<file path="config.mk">
export PLATFORM = sky130hd
export DESIGN_NAME = deadlock_df_monitor
export DESIGN_NICKNAME = d
export VERILOG_FILES = /design/src/rtl/deadlock_df_monitor.sv
export SDC_FILE = /design/constraint.sdc
export NUM_CORES = 1
export LEC_CHECK = 0
export CORE_MARGIN = 2
export CORE_UTILIZATION = 30
export DETAILED_ROUTE_END_ITERATION = 12
export SYNTH_ARGS = -nofsm -noshare
export SYNTH_HDL_FRONTEND = slang
export SYNTH_SLANG_ARGS = --single-unit
</file>
<file path="constraint.sdc">
create_clock -name clock -period 4 [get_ports clock]
set_clock_uncertainty 0.2 [all_clocks]
set_input_delay 0.8 -clock clock [delete_from_list [all_inputs] [get_ports clock]]
set_output_delay 0.8 -clock clock [all_outputs]
set_load 0.005 [all_outputs]
</file>
<file path="src/rtl/deadlock_df_monitor.sv">
// deadlock_df_monitor
//   Dataflow deadlock monitor for one HLS dataflow region. A deadlock is
//   "confirmed" once every process is stopped, at least one of them is
//   stopped on an AXI-Stream channel, and that condition has held for
//   HOLD_CYCLES consecutive cycles. The child_block input chains in the
//   monitor of a nested region (tie 1 when there is none).
//
//   Optional feature macro: DEADLOCK_MON_SNAPSHOT_EN
//     defined   -> snap_axis/snap_stop capture the stream/process state at the
//                  first confirmed deadlock after reset/clear
//     undefined -> snap_axis/snap_stop are constant 0
//
// Ports
//   clock, reset       clock; synchronous active-high reset
//   clear              sync clear of sticky flag, event counter, snapshots
//   axis_block_sigs    [NAXIS] per-channel stream blocked
//   inst_idle_sigs     [NPROC] per-process idle
//   inst_block_sigs    [NPROC] per-process blocked on internal channel
//   child_block        block output of nested-region monitor
//   block              deadlock currently confirmed (registered)
//   block_latched      sticky: a deadlock was confirmed since reset/clear
//   axis_block_info    [NAXIS] registered stream-blocked sigs, gated by block
//   event_count        [CNT_W] saturating count of deadlock entries
//   snap_axis          [NAXIS] snapshot of axis_block_sigs at entry
//   snap_stop          [NPROC] snapshot of inst_block_sigs at entry
module deadlock_df_monitor #(
  parameter int               NPROC          = 3,
  parameter int               NAXIS          = 2,
  parameter logic [NPROC-1:0] AXIS_PROC_MASK = 3'b010,
  parameter int               HOLD_CYCLES    = 4,
  parameter int               CNT_W          = 8
) (
  input  logic             clock,
  input  logic             reset,
  input  logic             clear,
  input  logic [NAXIS-1:0] axis_block_sigs,
  input  logic [NPROC-1:0] inst_idle_sigs,
  input  logic [NPROC-1:0] inst_block_sigs,
  input  logic             child_block,
  output logic             block,
  output logic             block_latched,
  output logic [NAXIS-1:0] axis_block_info,
  output logic [CNT_W-1:0] event_count,
  output logic [NAXIS-1:0] snap_axis,
  output logic [NPROC-1:0] snap_stop
);

  // The hold counter must be able to reach HOLD_CYCLES-1.
  if (HOLD_CYCLES < 1 || HOLD_CYCLES >= (1 << CNT_W)) begin : g_bad_hold
    $error("deadlock_df_monitor: HOLD_CYCLES must be in [1, 2**CNT_W-1]");
  end

  typedef enum logic [1:0] {MON_IDLE, MON_COUNT, MON_BLOCK} mon_state_t;

  localparam logic [CNT_W-1:0] HOLD_LAST = CNT_W'(HOLD_CYCLES - 1);
  localparam bit               HOLD_ONE  = (HOLD_CYCLES == 1);

  mon_state_t       r_state;
  logic [CNT_W-1:0] r_hcnt;
  logic             r_block;
  logic             r_latched;
  logic [CNT_W-1:0] r_cnt;
  logic [NAXIS-1:0] r_axis;

  logic [NPROC-1:0] w_pab;
  logic [NPROC-1:0] w_stop;
  logic             w_cond;
  logic             w_entry;

  // A process counts as AXIS-blocked only when the nested region is also
  // deadlocked, so a child that is still running never trips this monitor.
  assign w_pab  = AXIS_PROC_MASK & {NPROC{child_block & (|axis_block_sigs)}};
  assign w_stop = inst_idle_sigs | inst_block_sigs | w_pab;
  assign w_cond = (|w_pab) & (&w_stop);

  // Edge into MON_BLOCK; drives the sticky flag, counter and snapshot.
  assign w_entry = w_cond &&
                   ((r_state == MON_IDLE  && HOLD_ONE) ||
                    (r_state == MON_COUNT && r_hcnt == HOLD_LAST));

  always_ff @(posedge clock) begin
    if (reset) begin
      r_state   <= MON_IDLE;
      r_hcnt    <= '0;
      r_block   <= 1'b0;
      r_latched <= 1'b0;
      r_cnt     <= '0;
      r_axis    <= '0;
    end else begin
      r_axis <= axis_block_sigs;

      case (r_state)
        MON_IDLE: begin
          if (w_cond) begin
            if (HOLD_ONE) begin
              r_state <= MON_BLOCK;
              r_block <= 1'b1;
            end else begin
              r_state <= MON_COUNT;
              r_hcnt  <= CNT_W'(1);
            end
          end
        end
        MON_COUNT: begin
          if (!w_cond) begin
            // Any gap restarts the hold window from scratch.
            r_state <= MON_IDLE;
            r_hcnt  <= '0;
          end else if (r_hcnt == HOLD_LAST) begin
            r_state <= MON_BLOCK;
            r_block <= 1'b1;
            r_hcnt  <= '0;
          end else begin
            r_hcnt <= r_hcnt + CNT_W'(1);
          end
        end
        MON_BLOCK: begin
          if (!w_cond) begin
            r_state <= MON_IDLE;
            r_block <= 1'b0;
          end
        end
        default: begin
          r_state <= MON_IDLE;
          r_block <= 1'b0;
          r_hcnt  <= '0;
        end
      endcase

      // Entry beats a coincident clear: the new event is the first one.
      if (w_entry) begin
        r_latched <= 1'b1;
        if (clear)              r_cnt <= CNT_W'(1);
        else if (r_cnt != '1)   r_cnt <= r_cnt + CNT_W'(1);
      end else if (clear) begin
        r_latched <= 1'b0;
        r_cnt     <= '0;
      end
    end
  end

  assign block           = r_block;
  assign block_latched   = r_latched;
  assign event_count     = r_cnt;
  assign axis_block_info = r_axis & {NAXIS{r_block}};

`ifdef DEADLOCK_MON_SNAPSHOT_EN
  logic [NAXIS-1:0] r_snap_axis;
  logic [NPROC-1:0] r_snap_stop;

  // Only the first entry since reset/clear is captured; r_latched marks that
  // a capture already happened, and a same-cycle clear re-arms it.
  always_ff @(posedge clock) begin
    if (reset) begin
      r_snap_axis <= '0;
      r_snap_stop <= '0;
    end else if (w_entry && (!r_latched || clear)) begin
      r_snap_axis <= axis_block_sigs;
      r_snap_stop <= inst_block_sigs;
    end else if (clear) begin
      r_snap_axis <= '0;
      r_snap_stop <= '0;
    end
  end

  assign snap_axis = r_snap_axis;
  assign snap_stop = r_snap_stop;
`else
  assign snap_axis = '0;
  assign snap_stop = '0;
`endif

endmodule

</file>
Word-level counts from Yosys, hierarchy flattened. Cells that the tools add are included.

Add/sub/neg operators: 2. Equality and inequality tests: 9. Muxes and demuxes: 19. Bitwise operators: 7. Reduce and logical (&&, ||, !) cells: 11.

Operators by type and width (number): two-way mux 8 bit (7); case mux 8 bit (3 select lines) (1); adder 8 x 1 -> 8 bit, second input constant (2); == test 8 x 2 -> 1 bit, second input constant (1); two-way mux 2 bit (4); != test 8 bit, second input constant (1); != test 2 bit, second input constant (3); case mux 2 bit (3 select lines) (1); AND reduction 3 bit (2); two-way mux 1 bit (5); AND reduction 2 bit (2); AND reduction 4 bit (1); nonzero test 2 bit (2); != test 3 x 2 -> 1 bit, second input constant (1); bitwise OR 3 x 2 -> 3 bit (1); bitwise OR 3 bit (1); case mux 1 bit (3 select lines) (1); bitwise AND 1 bit (2); bitwise AND 2 bit (1); == test 2 x 1 -> 1 bit, second input constant (1); == test 2 bit, second input constant (1); logical AND 1 bit (2); logical NOT 2 bit (1); != test 2 x 1 -> 1 bit, second input constant (1); other kinds (2) (3).

Flip-flop bits (word level): 22. Input bits: 12. Output and inout bits: 17.

Logic depth before layout (Yosys ltp). Gate-level depths: netlist of run 1.

Depth in word-level cells: 8. Mapped depth: 6.

Worst setup path before layout of run 1. No wires, ideal clock.

Path type: input -> register. Start point: input inst_block_sigs[0]. End point: register r_cnt[2] (netlist: event_count[2]). Library setup time: 72 ps. Arrival time: 2277 ps. Data required time: 3728 ps. Setup slack: 1452 ps. Cell stages on the path: 5. Path buffers: 1. Path through: o21ai_0 -> or4b_2 -> buf_2 -> nor4b_1 -> mux2i_1.

Cells in the longest elaborated chain, start to end: 7. Elaborated cells on any way between the ends: 8. Those cells by class: 1 x mux; 3 x bitwise; 4 x reduce/logical.

RTL lines: start, declared (RTL line 38) `input logic [NPROC-1:0] inst_block_sigs,`; bitwise OR 3 bit * (RTL line 73) `assign w_stop = inst_idle_sigs | inst_block_sigs | w_pab;`; bitwise OR 3 x 2 -> 3 bit * (RTL line 73); AND reduction 3 bit * (RTL line 74) `assign w_cond = (|w_pab) & (&w_stop);`; bitwise AND 1 bit * (RTL line 74); logical AND 1 bit * (RTL line 77) `assign w_entry = w_cond &&`; nonzero test 2 bit (no line); AND reduction 2 bit (no line); end signal, assigned (RTL line 134) `else if (r_cnt != '1) r_cnt <= r_cnt + CNT_W'(1);`; end, declared (RTL line 62) `logic [CNT_W-1:0] r_cnt;`.

Mark *: on every way between the ends. The rest lies on a longest branch, timed or not. A chain may end at the register's enable or synchronous reset.

Final worst setup path of run 1. Ends and elaborated chain as after synthesis.

==> results of run 1 <==
==> metal layers <==
metal	share of wire, %	track usage (%)	up-vias
li1	-	-	558
met1	46	16.6	532
met2	49	23.7	31
met3	4.9	3.62	2
met4	0.21	2.75	0
met5	0	0	-
==> metrics by stage <==
stage	setup slack, ns	power, mW	hold slack, ns
after floorplan	1.45	0.249	0.253
after global placement	0.860	0.259	0.250
after detailed placement	0.769	0.260	0.265
after CTS	1.05	0.466	0.277
after global routing	0.935	0.479	0.318
final	1.05	0.462	0.277
==> cells by family after synthesis <==
family,after synthesis
buf+inv,15
other cells,1
compound gates,26
mux,4
simple gates,67
fa+ha+maj,2
flops,22
xor+xnor,3
==> layout by cell type, fill, tap and decap left out, drive strengths merged, types with 3 or more instances in the layout <==
master / count
clkdlybuf4s50: 21
mux2i: 4
nor3: 4
dfxtp: 22
nand2: 10
or3: 7
a21oi: 7
a31oi: 4
nor4b: 5
o31ai: 3
nand4b: 3
nand3b: 6
nand3: 9
conb: 5
clkbuf: 3
and3: 9
==> layout make-up <==
class	count	area (um2)
clock buffer	3	41.3
clock inverter	1	30.0
fill	398	2460
inverter	2	7.51
multi-input combinational	107	729
sequential	22	440
tap	50	62.6
timing repair buffer	23	225
==> worst min-delay path by stage <==
| stage | start | end | slack [ns] | cells past startpoint |
|---|---|---|---|---|
| 2_1_floorplan | block_latched$_SDFFE_PP0P_ | block_latched$_SDFFE_PP0P_ | 0.25 | 2 |
| 3_3_place_gp | block_latched$_SDFFE_PP0P_ | block_latched$_SDFFE_PP0P_ | 0.25 | 2 |
| 3_5_place_dp | block_latched$_SDFFE_PP0P_ | block_latched$_SDFFE_PP0P_ | 0.26 | 2 |
| 4_1_cts | block_latched$_SDFFE_PP0P_ | block_latched$_SDFFE_PP0P_ | 0.28 | 2 |
| 5_1_grt | block_latched$_SDFFE_PP0P_ | block_latched$_SDFFE_PP0P_ | 0.32 | 2 |
| 6_report | block_latched$_SDFFE_PP0P_ | block_latched$_SDFFE_PP0P_ | 0.28 | 2 |
==> sequential cells by signal, indices dropped and copies added (netlist names) <==
| register | flops |
|---|---|
| event_count | 8 |
| r_hcnt | 8 |
| r_axis | 2 |
| r_state | 2 |
| block | 1 |
| block_latched | 1 |
==> worst min-delay path, delay by kind of cell, from the launching register on <==
| family | cells | cell delay (ns) |
|---|---|---|
| compound gates | 1 | 0.06 |
| simple gates | 1 | 0.05 |
| flops | 1 | 0.32 |
==> power groups by stage <==
stage | Sequential, mW | Combinational (mW) | Clock, mW
global placement | 0.229 | 0.0298 | 0
floorplan | 0.227 | 0.0215 | 0
finish | 0.224 | 0.0308 | 0.207
CTS | 0.224 | 0.0307 | 0.211
detailed placement | 0.229 | 0.0305 | 0
global route | 0.225 | 0.0343 | 0.220
==> impl_metrics.ini, run 1 <==
[route]
viasPerCell = 5.40
dr.pass1.iters = 4
wl_um = 2910
vias = 1123
wl_per_cell_um = 14.0
drtIter0Drc = 119
drc = 0
antenna_left = 0

[clock_network]
cts_hold_buf = 0
post-cts-setup-buffers = 0
clk_pin_slew_ns = 0.09
cts_resized = 0
cts_buffer_depth = 2
insertion_delay_ns = 0.26
numCtsBuffers = 3
htreeDepth = 1
root_buffer = clkbuf_8
cts_sinks = 22
cts_tree = yes

[critical_path]
cp_num_cells = 5
arrival_ns = 2.95
startpoint_type = primary input
slowest_delay_ns = 0.86
required_ns = 4.00
crit_chain = clkdlybuf4s50_1 -> o21ai_0 -> or4b_2 -> nor4b_1 -> mux2i_1
cp_slowest_cell = or4b_2
r2r-start = r_state[0]$_SDFFE_PP0P_
cp-end-kind = flop
cp_top_family = simple AND/OR/NAND/NOR gates
r2r_setup_slack_ns = 1.63
r2r_cells = 3
cp_max_fo = 11
cp-startpoint = inst_block_sigs[0]
r2r-end = event_count[2]$_SDFFE_PP0P_
cp_num_buf_inv = 1
path_class = primary input to flop
worstSetupEndpoint = event_count[2]$_SDFFE_PP0P_

[synth]
synth_area_leaders = dfxtp_1 36%, and3_1 4.0%, nand3_1 3.6%, nand3b_1 3.6%, mux2i_1 3.2%
synth_top_area_share_pct = 35.6
yosysMostFrequentCell = dfxtp_1
synth_seq_cells = 22
yosysTopAreaCell = dfxtp_1
async_reset_ff_share_pct = 0
synth-compound-area-share_pct = 14.0
syn-mean-instance-area_um2 = 8.85
synthesis.area_um2 = 1240
synthMuxAreaShare_pct = 3.23
synth_xor_area_share_pct = 2.12
ys_warn_count = 0
synth_cell_types = 43
synth_top_family_by_area = simple AND/OR/NAND/NOR gates
synth_edf_count = 0
synthFlopType = dfxtp_1
synth-simple-area-share_pct = 36.0
synth_common_cells = 22 x dfxtp_1, 10 x nand2_1, 9 x nand3_1, 8 x and3_1, 7 x a21oi_1
synthAdderAreaFrac_pct = 2.02
seq_area_frac_synth_pct = 35.6
syn_inst = 140

[layout]
antenna_cells = 0
final-instance-count-excl-fill = 208
syn_to_final_growth_pct = 24.0
fin_util_pct = 38.4
final_layout_size_suffix_gt1_share_pct = 8.86
nets = 173
fin_area_um2 = 1540

[min_path]
min_path_type = flop to flop

[global_routing]
grt_max_degree = 20
grt_pass1_vias = 1102
grt_antenna_before_repair = 0
grt_usage_pct = 13.5
overflow = 0
grt_pass1_wl_um = 4860

[sta]
worstMarginPinSlew_ns = 0.839
drv_slew = 0
hold_violations = 0
setup_viol = 0
fin_crit_ns = 2.95
max_freq_ghz = 0.339
rsz0062_at_grt = no
period_share_pct = 73.8
fin_setup_tns_ns = 0
max_slew_margin_pct = 43.6

[floorplanning]
core_um2 = 4000
start_util_pct = 31.0
dieArea_um2 = 4660
die_w_um = 68.3
fp.dieH_um = 68.3
num_rows = 23
ios = 29

[power_and_ir_drop]
pwr_density_cell_nw_per_um2 = 301
p_seq_share_pct = 48.5
p_sw_share_pct = 20.2
comb_power_share_pct = 6.7
switching_power_mw = 0.0932
vdd_ir_drop_max_mv = 0.183
p_clk_share_pct = 44.8
cellLeakagePower_nw = 0.513
internal_power_mw = 0.369

[flow_run]
drv_cap = 0

[placed_design]
gp_congestion = 0.757
placed_area_um2 = 1470
dp_hpwl_um = 2120
numPortBuffers = 21
dp_cells = 204

[outcome]
status = finished clean
No activity file was read; power rests on OpenSTA's default activity.
==> run 2, diff against run 1 <==
Clock period 4 ns to 2.84 ns, I/O delays scaled along.
==> impl_metrics.ini, run 2 (same netlist as run 1, synthesis figures left out) <==
[placed_design]
numPortBuffers = 21
dp_cells = 207
dp_hpwl_um = 2190
gp_congestion = 0.766
post-place-ws_ns = -0.0367

[clock_network]
root_buffer = clkbuf_8
cts_sinks = 22
cts_tree = yes
numCtsBuffers = 3
post-cts-setup-buffers = 0
cts_resized = 0
cts_buffer_depth = 2
clk_pin_slew_ns = 0.08
insertion_delay_ns = 0.26
htreeDepth = 1
cts_hold_buf = 0

[critical_path]
r2r_setup_slack_ns = 0.50
worstSetupEndpoint = event_count[2]$_SDFFE_PP0P_
r2r-start = r_state[0]$_SDFFE_PP0P_
required_ns = 2.84
cp-startpoint = axis_block_sigs[1]
startpoint_type = primary input
r2r_cells = 3
path_class = primary input to flop
r2r-end = event_count[2]$_SDFFE_PP0P_
cp_max_fo = 11
cp-end-kind = flop
arrival_ns = 2.59

[global_routing]
grt_max_degree = 20
grt_pass1_vias = 1080
overflow = 0
grt_pass1_wl_um = 4910
grt_antenna_before_repair = 0
grt_usage_pct = 13.8

[floorplanning]
ios = 29
fp.dieH_um = 68.3
dieArea_um2 = 4660
start_util_pct = 31.0
core_um2 = 4000
num_rows = 23
die_w_um = 68.3

[route]
vias = 1165
drc = 0
wl_met3_um = 167
drtIter0Drc = 87
antenna_left = 0
top_layer = met4
wl_um = 2960
wl_met1_um = 1330
wl_per_cell_um = 14.0
viasPerCell = 5.52
dr.pass1.iters = 5
wl_met2_um = 1450

[sta]
rsz0062_at_grt = no
drv_slew = 0
timing.hold.ws_ns = 0.255
period_share_pct = 91.4
fin_crit_ns = 2.60
worstMarginPinSlew_ns = 0.503
max_freq_ghz = 0.385
fin_setup_tns_ns = 0
max_slew_margin_pct = 66.4
hold_violations = 0
setup_viol = 0
worst_slack_ns = 0.245

[layout]
syn_to_final_growth_pct = 24.5
multi_input_area_um2 = 729
nets = 176
antenna_cells = 0
final_common_cell = dfxtp_1
layout_common_cells = 22 x dfxtp_1, 21 x clkdlybuf4s50_1, 10 x nand2_1
nFillCells = 408
final-instance-count-excl-fill = 211
regArea_um2 = 440
final_layout_size_suffix_gt1_share_pct = 10.6

[min_path]
min_path_type = flop to flop
whs_path_depth = 2
hp-start = block_latched$_SDFFE_PP0P_

[power_and_ir_drop]
cellLeakagePower_nw = 0.521
power_mw = 0.589
pwr_density_cell_nw_per_um2 = 382
vdd_ir_drop_max_mv = 0.332

[flow_run]
drv_cap = 0

[outcome]
status = finished clean
==> run 2: final cells by class <==
cell class / count / area share [%]
well taps: 50 / 4.06
repair buffers: 26 / 16.1
flip-flops and latches: 22 / 28.5
clock buffers: 4 / 3.57
multi-input cells: 107 / 47.3
inverters: 2 / 0.487
==> run 2: where the power goes <==
group          internal, mW  switching [mW]
clock                 0.124           0.102
combinational        0.0237          0.0234
sequential            0.311         0.00447
total                 0.459           0.130
==> run 2: metal layers <==
| metal | vias to the layer above | global-route usage [%] |
|---|---|---|
| met5 | - | 0 |
| met4 | 0 | 2.00 |
| met3 | 6 | 4.28 |
| met2 | 46 | 23.7 |
| met1 | 549 | 17.3 |
| li1 | 564 | - |
==> run 2: critical path, stage by stage <==
cell             delay [ns]
clkdlybuf4s50_1        0.47
o22ai_1                0.11
or4b_2                 0.83
nor4b_1                0.40
mux2i_1                0.22
==> run 2: how the worst min path moves through the flow <==
stage | endpoint
after global routing | block_latched$_SDFFE_PP0P_
final | block_latched$_SDFFE_PP0P_
after global placement | block_latched$_SDFFE_PP0P_
after CTS | block_latched$_SDFFE_PP0P_
after floorplan | block_latched$_SDFFE_PP0P_
after detailed placement | block_latched$_SDFFE_PP0P_
==> run 2: through the flow <==
step,instance area [um2],util [%]
2_1_floorplan,1250,-
3_3_place_gp,1490,37.2
3_5_place_dp,1490,37.2
4_1_cts,1540,38.6
5_1_grt,1540,38.6
6_report,1540,38.6
